**config.mk**
```make
export PLATFORM = sky130hd
export DESIGN_NAME = bp_fe_fetch_buffer
export DESIGN_NICKNAME = d
export VERILOG_FILES = /design/src/rtl/bp_fe_pkg.sv /design/src/rtl/bp_fe_fetch_buffer_chk.sv /design/src/rtl/bp_fe_fetch_lane_select.sv /design/src/rtl/bp_fe_fetch_buffer.sv
export SDC_FILE = /design/constraint.sdc
export NUM_CORES = 2
export LEC_CHECK = 0
export BUFFER_PORTS_ARGS = -buffer_cell sky130_fd_sc_hd__buf_2
export CAP_MARGIN = 30
export CORE_MARGIN = 2
export CORE_UTILIZATION = 48
export CTS_BUF_LIST = sky130_fd_sc_hd__clkbuf_4 sky130_fd_sc_hd__clkbuf_8 sky130_fd_sc_hd__clkbuf_16
export DETAILED_ROUTE_END_ITERATION = 16
export PLACE_DENSITY = 0.76
export REMOVE_ABC_BUFFERS = 1
export SKIP_CTS_REPAIR_TIMING = 1
export SLEW_MARGIN = 0
export SYNTH_ARGS = -nofsm -noshare
export SYNTH_HDL_FRONTEND = slang
export SYNTH_SLANG_ARGS = --single-unit
```
**constraint.sdc**
```tcl
create_clock -name clk_i -period 5.05 [get_ports clk_i]
set_input_delay 1.01 -clock clk_i [delete_from_list [all_inputs] [get_ports clk_i]]
set_output_delay 1.01 -clock clk_i [all_outputs]
set_load 0.005 [all_outputs]
```
**src/rtl/bp_fe_pkg.sv**
```systemverilog
// -----------------------------------------------------------------------------
// bp_fe_pkg
// Shared front-end definitions for the wide-fetch path.
//   - `BP_FE_DECLARE_FETCH_BUFFER_ENTRY_S(vaddr_width, instr_width, fetch_width)
//     declares bp_fe_fetch_buffer_entry_s {pc, instr lanes, remaining mask}
//     inside the instantiating scope, so each user sizes it from its own params.
//   - bp_fe_lane_stride(): byte distance between adjacent instruction lanes.
// No ports.
// -----------------------------------------------------------------------------
`define BP_FE_DECLARE_FETCH_BUFFER_ENTRY_S(vaddr_width_mp, instr_width_mp, fetch_width_mp) \
    typedef struct packed {                                      \
        logic [(vaddr_width_mp)-1:0]                      pc;    \
        logic [((fetch_width_mp)*(instr_width_mp))-1:0]   instr; \
        logic [(fetch_width_mp)-1:0]                      mask;  \
    } bp_fe_fetch_buffer_entry_s

package bp_fe_pkg;

    localparam int unsigned bp_fe_bits_per_byte_gp = 32'd8;

    // PC increment between lane i and lane i+1 of one fetch packet
    function automatic int unsigned bp_fe_lane_stride(input int unsigned instr_width);
        return instr_width / bp_fe_bits_per_byte_gp;
    endfunction

endpackage

```
**src/rtl/bp_fe_fetch_buffer_chk.sv**
```systemverilog
// -----------------------------------------------------------------------------
// bp_fe_fetch_buffer_chk
// Simulation checker for bp_fe_fetch_buffer: parameter legality and the
// occupancy bound.
// Ports:
//   clk_i      in  1          clock
//   reset_n_i  in  1          asynchronous active-low reset
//   i_count    in  cnt_w_lp   buffer occupancy
// -----------------------------------------------------------------------------
module bp_fe_fetch_buffer_chk
#(
    parameter  int fetch_width_p = 4,
    parameter  int els_p         = 4,
    localparam int cnt_w_lp      = $clog2(els_p + 1)
)
(
    input logic                clk_i,
    input logic                reset_n_i,
    input logic [cnt_w_lp-1:0] i_count
);

    // Configuration and occupancy sanity, evaluated every cycle out of reset.
    always_ff @(posedge clk_i) begin
        if (reset_n_i) begin
            assert (fetch_width_p >= 1)
                else $error("bp_fe_fetch_buffer: fetch_width_p must be >= 1");
            assert ((els_p >= 2) && ((els_p & (els_p - 1)) == 0))
                else $error("bp_fe_fetch_buffer: els_p must be a power of two >= 2");
            assert (i_count <= cnt_w_lp'(els_p))
                else $error("bp_fe_fetch_buffer: count exceeds els_p");
        end
    end

endmodule

```
**src/rtl/bp_fe_fetch_lane_select.sv**
```systemverilog
// -----------------------------------------------------------------------------
// bp_fe_fetch_lane_select
// Combinational lowest-set-bit priority encoder over a lane mask.
// Ports:
//   i_mask    in   width_p    lane mask
//   o_lane    out  lane_w_lp  index of the lowest set bit (0 when mask is 0)
//   o_onehot  out  width_p    one-hot of the lowest set bit (0 when mask is 0)
//   o_single  out  1          mask has exactly one bit set
// -----------------------------------------------------------------------------
module bp_fe_fetch_lane_select
    import bp_fe_pkg::*;
#(
    parameter  int width_p   = 4,
    localparam int lane_w_lp = (width_p > 1) ? $clog2(width_p) : 1
)
(
    input  logic [width_p-1:0]   i_mask,
    output logic [width_p-1:0]   o_onehot,
    output logic [lane_w_lp-1:0] o_lane,
    output logic                 o_single
);

    // Two's-complement trick isolates the lowest set bit without a priority chain.
    assign o_onehot = i_mask & (~i_mask + width_p'(1));

    // Exactly one bit: nonzero and clearing the lowest set bit leaves nothing.
    assign o_single = (i_mask != '0) && ((i_mask & (i_mask - width_p'(1))) == '0);

    // Encode the one-hot vector to a binary lane index.
    always_comb begin
        o_lane = '0;
        for (int i = 0; i < width_p; i++) begin
            o_lane = o_lane | (o_onehot[i] ? lane_w_lp'(i) : {lane_w_lp{1'b0}});
        end
    end

endmodule

```
**src/rtl/bp_fe_fetch_buffer.sv**
```systemverilog
// -----------------------------------------------------------------------------
// bp_fe_fetch_buffer
// Multi-lane fetch buffer between the FE memory stage and the FE queue.
// Holds up to els_p fetch packets and emits one instruction per cycle in lane
// order. flush_i drops all buffered state in one cycle.
// Optional: define BP_FE_FETCH_BUFFER_STATS_EN to add hwm_o (peak occupancy)
// and flushed_lanes_o (saturating count of lanes discarded by flush).
// Ports:
//   clk_i, reset_n_i             clock, async active-low reset
//   flush_i                      redirect flush (synchronous)
//   fetch_v_i/fetch_ready_o      packet handshake
//   fetch_pc_i/instr_i/mask_i    packet: lane-0 PC, lanes, lane-valid mask
//   instr_v_o/instr_ready_i      instruction handshake
//   instr_o, pc_o, last_o        instruction, its PC, final lane of its packet
//   hwm_o, flushed_lanes_o       statistics (STATS_EN only)
// -----------------------------------------------------------------------------
module bp_fe_fetch_buffer
    import bp_fe_pkg::*;
#(
    parameter int vaddr_width_p = 39,
    parameter int instr_width_p = 32,
    parameter int fetch_width_p = 4,
    parameter int els_p         = 4
)
(
    input  logic                                   clk_i,
    input  logic                                   reset_n_i,
    input  logic                                   flush_i,
    input  logic                                   fetch_v_i,
    input  logic [vaddr_width_p-1:0]               fetch_pc_i,
    input  logic [fetch_width_p*instr_width_p-1:0] fetch_instr_i,
    input  logic [fetch_width_p-1:0]               fetch_mask_i,
    output logic                                   fetch_ready_o,
    output logic                                   instr_v_o,
    output logic [instr_width_p-1:0]               instr_o,
    output logic [vaddr_width_p-1:0]               pc_o,
    output logic                                   last_o,
    input  logic                                   instr_ready_i
`ifdef BP_FE_FETCH_BUFFER_STATS_EN
    ,
    output logic [$clog2(els_p+1)-1:0]             hwm_o,
    output logic [31:0]                            flushed_lanes_o
`endif
);

    localparam int          ptr_w_lp  = $clog2(els_p);
    localparam int          cnt_w_lp  = $clog2(els_p + 1);
    localparam int          lane_w_lp = (fetch_width_p > 1) ? $clog2(fetch_width_p) : 1;
    localparam int unsigned stride_lp = bp_fe_lane_stride(instr_width_p);

    `BP_FE_DECLARE_FETCH_BUFFER_ENTRY_S(vaddr_width_p, instr_width_p, fetch_width_p);

    bp_fe_fetch_buffer_entry_s  r_mem [els_p];
    bp_fe_fetch_buffer_entry_s  w_head;
    logic [ptr_w_lp-1:0]        r_wptr;
    logic [ptr_w_lp-1:0]        r_rptr;
    logic [cnt_w_lp-1:0]        r_count;
    logic [cnt_w_lp-1:0]        w_count_nxt;
    logic [fetch_width_p-1:0]   w_onehot;
    logic [lane_w_lp-1:0]       w_lane;
    logic                       w_single;
    logic                       w_full;
    logic                       w_valid;
    logic                       w_accept;
    logic                       w_enq;
    logic                       w_deq;
    logic                       w_pop;
    logic [vaddr_width_p-1:0]   w_lane_off;

    assign w_head = r_mem[r_rptr];

    bp_fe_fetch_lane_select #(.width_p(fetch_width_p)) u_lane_select (
        .i_mask   (w_head.mask),
        .o_onehot (w_onehot),
        .o_lane   (w_lane),
        .o_single (w_single)
    );

    // Full blocks acceptance even if the head pops this cycle: keeps ready off the dequeue path.
    assign w_full        = (r_count == cnt_w_lp'(els_p));
    assign fetch_ready_o = reset_n_i & ~flush_i & ~w_full;
    assign w_accept      = fetch_v_i & fetch_ready_o;
    // An all-zero mask completes the handshake but carries no instructions.
    assign w_enq         = w_accept & (|fetch_mask_i);
    assign w_valid       = (r_count != '0) & ~flush_i;
    assign w_deq         = w_valid & instr_ready_i;
    assign w_pop         = w_deq & w_single;
    assign w_lane_off    = vaddr_width_p'(w_lane) * vaddr_width_p'(stride_lp);

    // Output mux: head lane selected by the priority encoder, zeroed when idle.
    always_comb begin
        instr_v_o = w_valid;
        if (w_valid) begin
            instr_o = w_head.instr[w_lane*instr_width_p +: instr_width_p];
            pc_o    = w_head.pc + w_lane_off;
            last_o  = w_single;
        end else begin
            instr_o = '0;
            pc_o    = '0;
            last_o  = 1'b0;
        end
    end

    // Next occupancy; flush wins over any enqueue or pop.
    always_comb begin
        w_count_nxt = r_count;
        if (flush_i) begin
            w_count_nxt = '0;
        end else begin
            case ({w_enq, w_pop})
                2'b10:   w_count_nxt = r_count + cnt_w_lp'(1);
                2'b01:   w_count_nxt = r_count - cnt_w_lp'(1);
                default: w_count_nxt = r_count;
            endcase
        end
    end

    // Entry storage, pointers and occupancy.
    always_ff @(posedge clk_i or negedge reset_n_i) begin
        if (!reset_n_i) begin
            r_wptr  <= '0;
            r_rptr  <= '0;
            r_count <= '0;
            for (int i = 0; i < els_p; i++) begin
                r_mem[i] <= '0;
            end
        end else if (flush_i) begin
            r_wptr  <= '0;
            r_rptr  <= '0;
            r_count <= '0;
            // Cleared masks keep dead entries from counting as buffered lanes.
            for (int i = 0; i < els_p; i++) begin
                r_mem[i].mask <= '0;
            end
        end else begin
            r_count <= w_count_nxt;
            if (w_enq) begin
                r_mem[r_wptr] <= '{pc: fetch_pc_i, instr: fetch_instr_i, mask: fetch_mask_i};
                r_wptr        <= r_wptr + ptr_w_lp'(1);
            end
            // Enqueue never targets the head slot while it is valid (not full, nonempty).
            if (w_deq) begin
                r_mem[r_rptr].mask <= w_head.mask & ~w_onehot;
            end
            if (w_pop) begin
                r_rptr <= r_rptr + ptr_w_lp'(1);
            end
        end
    end

`ifdef BP_FE_FETCH_BUFFER_STATS_EN
    logic [cnt_w_lp-1:0] r_hwm;
    logic [31:0]         r_flushed_lanes;
    logic [31:0]         w_buffered_lanes;
    logic [32:0]         w_flush_sum;

    // Lanes still pending across all entries; dead entries hold a zero mask.
    always_comb begin
        w_buffered_lanes = '0;
        for (int i = 0; i < els_p; i++) begin
            for (int j = 0; j < fetch_width_p; j++) begin
                w_buffered_lanes = w_buffered_lanes + {31'd0, r_mem[i].mask[j]};
            end
        end
        w_flush_sum = {1'b0, r_flushed_lanes} + {1'b0, w_buffered_lanes};
    end

    // Peak-occupancy and saturating flushed-lane counters.
    always_ff @(posedge clk_i or negedge reset_n_i) begin
        if (!reset_n_i) begin
            r_hwm           <= '0;
            r_flushed_lanes <= '0;
        end else begin
            if (w_count_nxt > r_hwm) begin
                r_hwm <= w_count_nxt;
            end
            if (flush_i) begin
                r_flushed_lanes <= w_flush_sum[32] ? 32'hFFFF_FFFF : w_flush_sum[31:0];
            end
        end
    end

    assign hwm_o           = r_hwm;
    assign flushed_lanes_o = r_flushed_lanes;
`endif

    bp_fe_fetch_buffer_chk #(.fetch_width_p(fetch_width_p), .els_p(els_p)) u_chk (
        .clk_i     (clk_i),
        .reset_n_i (reset_n_i),
        .i_count   (r_count)
    );

endmodule

```
Word level (Yosys, flattened, before mapping)
Cells that the tools add are included.
Widths: inputs -> output; s select.
{ "classes": {"eq_ne": 3, "addsub": 7, "n_reduce_logical": 10, "n_shift": 1, "bitwise_logic": 18, "muxes": 28, "order_cmp": 4} }
{ "ops": {"columns": ["operator", "count"], "rows": [
  ["$mux 684", 3],
  ["$bwmux 684", 2],
  ["$demux 171 s2", 2],
  ["$mux 171", 3],
  ["$bmux 171 s2", 1],
  ["$shiftx 128x8->32", 1],
  ["$add 39x4->39", 1],
  ["$mux 39", 1],
  ["$mux 32", 1],
  ["$mux 4", 5],
  ["$and 4x4->4", 3],
  ["$mux 2", 6],
  ["$not 4->4", 2],
  ["$and 1x1->1", 7],
  ["$ge 3x3->1 const B", 2],
  ["$lt 3x1->1 const B", 2],
  ["$not 2->3", 2],
  ["$pmux 3 s2", 1],
  ["$reduce_bool 3->1", 2],
  ["$add 2x1->2 const B", 2],
  ["$add 4x1->4 const B", 1],
  ["$logic_not 4->1", 1],
  ["$or 2x2->2", 2],
  ["$reduce_bool 2->1", 2],
  ["other kinds (12)", 16]
]} }
{ "totals": {"elab_cells": 86, "out_inout_bits": 74, "input_bits": 176, "register_bits": 691} }

Logic depth before layout (Yosys ltp)
{ "depth": {"depth_word": 12, "ltp_mapped": 14, "mapped_depth_nobuf": 9} }

Modules after synthesis
Synthesis repeated with hierarchy kept, for this count alone.
{ "unflattened": {"cells_unflattened": 2015, "area_unflattened_um2": 32193.4} }
{ "by_module_without_submodules": {"columns": ["module", "cells_each", "n_inst", "area_each_um2"], "rows": [
  ["bp_fe_fetch_buffer", 2002, 1, 32113.3],
  ["bp_fe_fetch_lane_select", 13, 1, 80.1]
]} }

Worst setup path before layout
Ideal clock, no wire load.
{ "synth_path": {"path_kind": "register to output", "start": "reg r_rptr[0]", "end": "out pc_o[32]", "setup_slack_ps": 568, "path_stages_with_launch": 14, "t_arrival_ps": 3472, "path_buffers": 6, "cell_sequence": "dfrtp_1 -> buf_6 -> buf_8 -> buf_6 -> buf_4 -> buf_2 -> buf_4 -> mux4_2 -> ha_1 -> fa_1 -> nand4_2 -> nor4_4 -> a31o_2 -> a21oi_1"} }
{ "synth_via": {"elab_chain_len": 12, "word_cells_on_any_way": 14} }
{ "synth_lines": {"columns": ["item", "line_no", "source"], "rows": [
  ["start: declaration", "bp_fe_fetch_buffer.sv:56", "logic [ptr_w_lp-1:0] r_rptr;"],
  ["start signal: assignment", "bp_fe_fetch_buffer.sv:146", "r_rptr <= r_rptr + ptr_w_lp'(1);"],
  ["$not 2->3 (implied by the code) (*)", "bp_fe_fetch_buffer.sv:70", "assign w_head = r_mem[r_rptr];"],
  ["$bmux 171 s2 (*)", "bp_fe_fetch_buffer.sv:70", null],
  ["$mux 171 (implied by the code) (*) (2 in a row)", "bp_fe_fetch_buffer.sv:70", null],
  ["$not 4->4", "bp_fe_fetch_lane_select.sv:24", "assign o_onehot = i_mask & (~i_mask + width_p'(1));"],
  ["$add 4x1->4", "bp_fe_fetch_lane_select.sv:24", null],
  ["$and 4x4->4", "bp_fe_fetch_lane_select.sv:24", null],
  ["$mux 1 or $mux 2 (tied branches)", "bp_fe_fetch_lane_select.sv:33", "o_lane = o_lane | (o_onehot[i] ? lane_w_lp'(i) : {lane_w_lp{1'b0}});"],
  ["$or 2x2->2 (2 in a row)", "bp_fe_fetch_lane_select.sv:33", null],
  ["$add 39x4->39 (*)", "bp_fe_fetch_buffer.sv:95", "pc_o = w_head.pc + w_lane_off;"],
  ["$mux 39 (*)", "bp_fe_fetch_buffer.sv:93", "if (w_valid) begin"],
  ["end: declaration", "bp_fe_fetch_buffer.sv:36", "output logic [vaddr_width_p-1:0] pc_o,"]
]} }
Every way passes the cells marked *; elsewhere a longest branch is shown, timed or not. The select of a mux whose other input is x is not followed.

Final worst setup path
{ "layout_path": {"start": "reg r_rptr[1]", "end": "out pc_o[32]"} }
Same word-level chain as after synthesis.

==> flow_metrics.tcl <==
set metrics [dict create \
    status "finished clean" \
    nNetsFinal 2458 \
    critPathArrivalTime_ps 3840 \
    gp_congestion 0.8496 \
    switching_share_pct 24.55 \
    start_util_pct 48.53 \
    fin_crit_sh_pct 96.00 \
    viasPerCell 5.830 \
    relSlewSlack_pct 35.69 \
    cts_buffers 74 \
    fp.dieW_um 262.1 \
    clockPowerShare_pct 37.8 \
    syn_inst 2030 \
    drcViolationCount 0 \
    fmax_ghz 0.2063 \
    die_area_mm2 0.06868 \
    avgSynthCellArea_um2 15.75 \
    cts_tree "built" \
    seq_area_frac_synth_pct 54.09 \
    report.final.slew_viol_count 0 \
    power.internal_mw 10.96 \
    synth-seq-cells 691 \
    synth_area_mm2 0.03197 \
    final_area_mm2 0.03682 \
    grt_max_degree 181 \
    vias 18640 \
    grt_pass1_wl_um 114800 \
    end_kind "primary output" \
    clock-sinks 691 \
    chipHeight_um 262.1 \
    htree_num_levels 3 \
    yosysUniqueCellTypes 49 \
    finClkSkew_ps 12.98 \
    grt_antenna_before_repair 31 \
    critPathRequiredTime_ps 4040 \
    max_cap_violations 0 \
    cpPeakStageDelay_ps 590 \
    p_seq_share_pct 46.0 \
    r2r_cells 8 \
    hold_violations 0 \
    yosys_warnings 0 \
    rows 94 \
    crit_family "simple AND/OR/NAND/NOR gates" \
    min_period_ps 4848 \
    crit_type "reg -> out" \
    rsz0062_at_grt "no" \
    routed_wl_um 73150 \
    fin_hold_ws_ps 379.3 \
    worst-path-stages 11 \
    hold_path_class "in -> async" \
    dr.pass1.iters 5 \
    cp_max_fo 10 \
    leakage_nw 17.33 \
    coreArea_mm2 0.06586 \
    drt_iter0_drc 1160 \
    ir_drop_v 0.0003987 \
    grt_pass1_vias 20530 \
    setup_viol 0 \
    crit_buf_inv 2 \
    hpwl_um 45940 \
    portBuffers 249 \
    grt.overflow.total 0 \
    drtAntennaViolNets 0 \
    fill_cells 5100 \
    worst_setup_path_start_kind "flop" \
    area_delta_synth_final_pct 15.19 \
    crit_slowest_cell "mux4_2" \
    async_flop_share_pct 100.0 \
    crit_chain "mux4_2, nand2b_1, a21oi_4, ha_1, fa_1, nand4_4, nor4_4, buf_4, nand4_1, a21oi_1, buf_2" \
    p_comb_share_pct 16.2 \
    postPlaceCellArea_mm2 0.03419 \
    layout-drive-gt1-share_pct 55.74 \
    clockBufferDepth 3 \
    cts-root-buf "clkbuf_16" \
    clk_latency_ps 600 \
    grt_usage_pct 21.48 \
    ios 250 \
    cts.clk_slew.worst_paths_ps 60 \
    synthFlopType "dfrtp_1" \
    worstMarginPinSlew_ps 964.7 \
    synth_edf_count 0 \
    p_per_area_mw_per_mm2 394.3 \
    wire_per_inst_um 22.88 \
    p_sw_mw 3.565 \
]
-- final timing paths --
path | from | endpoint | slack, ps
min in group clk_i | flop | flop | 500
max | r_rptr[1]$_DFFE_PN0P_ | pc_o[32] | 200
max in group asynchronous | reset_n_i | async pin | 2420
min reg2reg | flop | flop | 500
min | reset_n_i | async pin | 380
max reg2reg | r_rptr[0]$_DFFE_PN0P_ | r_count[2]$_DFFE_PN0P_ | 1930
-- synthesized netlist by cell type, types with 6 or more instances --
library cell | count | area, um2
buf_1 | 9 | 33.78
buf_4 | 20 | 150.1
buf_2 | 59 | 295.3
clkbuf_1 | 45 | 168.9
xor2_1 | 8 | 70.07
a21oi_1 | 10 | 50.05
and2_1 | 11 | 68.82
nand4_1 | 6 | 37.54
mux2_2 | 669 | 7533
o22ai_1 | 32 | 200.2
nand3_1 | 14 | 70.07
xnor2_1 | 20 | 175.2
inv_1 | 16 | 60.06
ha_1 | 10 | 125.1
dfrtp_1 | 691 | 17290
nor3_1 | 13 | 65.06
a211oi_1 | 13 | 97.59
nor2_1 | 54 | 202.7
mux4_2 | 169 | 3806
nand2_1 | 19 | 71.32
mux2i_1 | 85 | 850.8
-- power groups by stage --
stage | Combinational, mW | Sequential, mW | Clock (mW)
6_report | 2.35 | 6.68 | 5.49
5_1_grt | 2.56 | 6.76 | 5.85
4_1_cts | 2.37 | 6.67 | 5.62
3_5_place_dp | 2.36 | 6.77 | 0
3_3_place_gp | 2.26 | 6.69 | 0
2_1_floorplan | 1.77 | 6.63 | 0
-- placed cells by master (no fill, tap or decap), drive strengths merged, types with 15 or more instances in the layout --
| master | count |
|---|---|
| dfrtp | 691 |
| mux2 | 670 |
| buf | 299 |
| mux4 | 170 |
| clkbuf | 118 |
| mux2i | 85 |
| nor2 | 54 |
| o22ai | 32 |
| xnor2 | 20 |
| nand2 | 20 |
| inv | 18 |
| nand3 | 15 |
-- worst reg2reg max path, cell delays in order (launching register included) --
cell,delay (ps)
dfrtp_4,560
mux4_2,640
xnor2_1,220
a211oi_2,120
o211ai_4,320
nor2_1,100
fa_1,430
or4_1,530
o211ai_1,130
-- layer usage --
metal,track usage (%),routed length [um],up-vias
li1,-,-,8084
met2,36.50,36450,411
met3,5.874,4548,164
met5,0,309,-
met4,6.450,1652,46
met1,26.90,30190,9935
-- logic make-up (layout without fill, tap and decap cells) --
family,count (synthesis),in the layout,share of synthesized area [%]
buffers and inverters,152,447,2.333
AND/OR/NAND/NOR,146,146,2.395
XOR/XNOR,28,28,0.7672
multiplexers,925,925,38.25
other,0,8,0
AO/OA/AOI/OAI,76,76,1.640
adder cells (fa/ha/maj),12,12,0.5167
flip-flops,691,691,54.09
-- layout make-up --
class / instances / area, um2 / share of cell area (%)
clock buffers: 117 / 2346 / 6.371
diodes: 8 / 20.02 / 0.05437
flip-flops and latches: 691 / 17300 / 46.97
repair buffers: 300 / 1879 / 5.104
multi-input cells: 1187 / 13970 / 37.94
well taps: 864 / 1081 / 2.936
inverters: 16 / 65.06 / 0.1767
clock inverters: 14 / 162.7 / 0.4417
-- through the flow --
stage | std cells | power, mW | setup TNS, ps | utilization (%) | setup WS [ps]
after floorplan | 1894 | 8.401 | -1565420 | - | -9460
after global placement | 3053 | 8.948 | 0 | 51.87 | 746.8
after detailed placement | 3054 | 9.122 | 0 | 51.91 | 668.0
after CTS | 3185 | 14.67 | 0 | 55.72 | 9.486
after global routing | 3195 | 15.17 | 0 | 55.90 | 3.926
final | 3197 | 14.52 | 0 | 55.91 | 201.9
(Power assumes the default switching activity.)
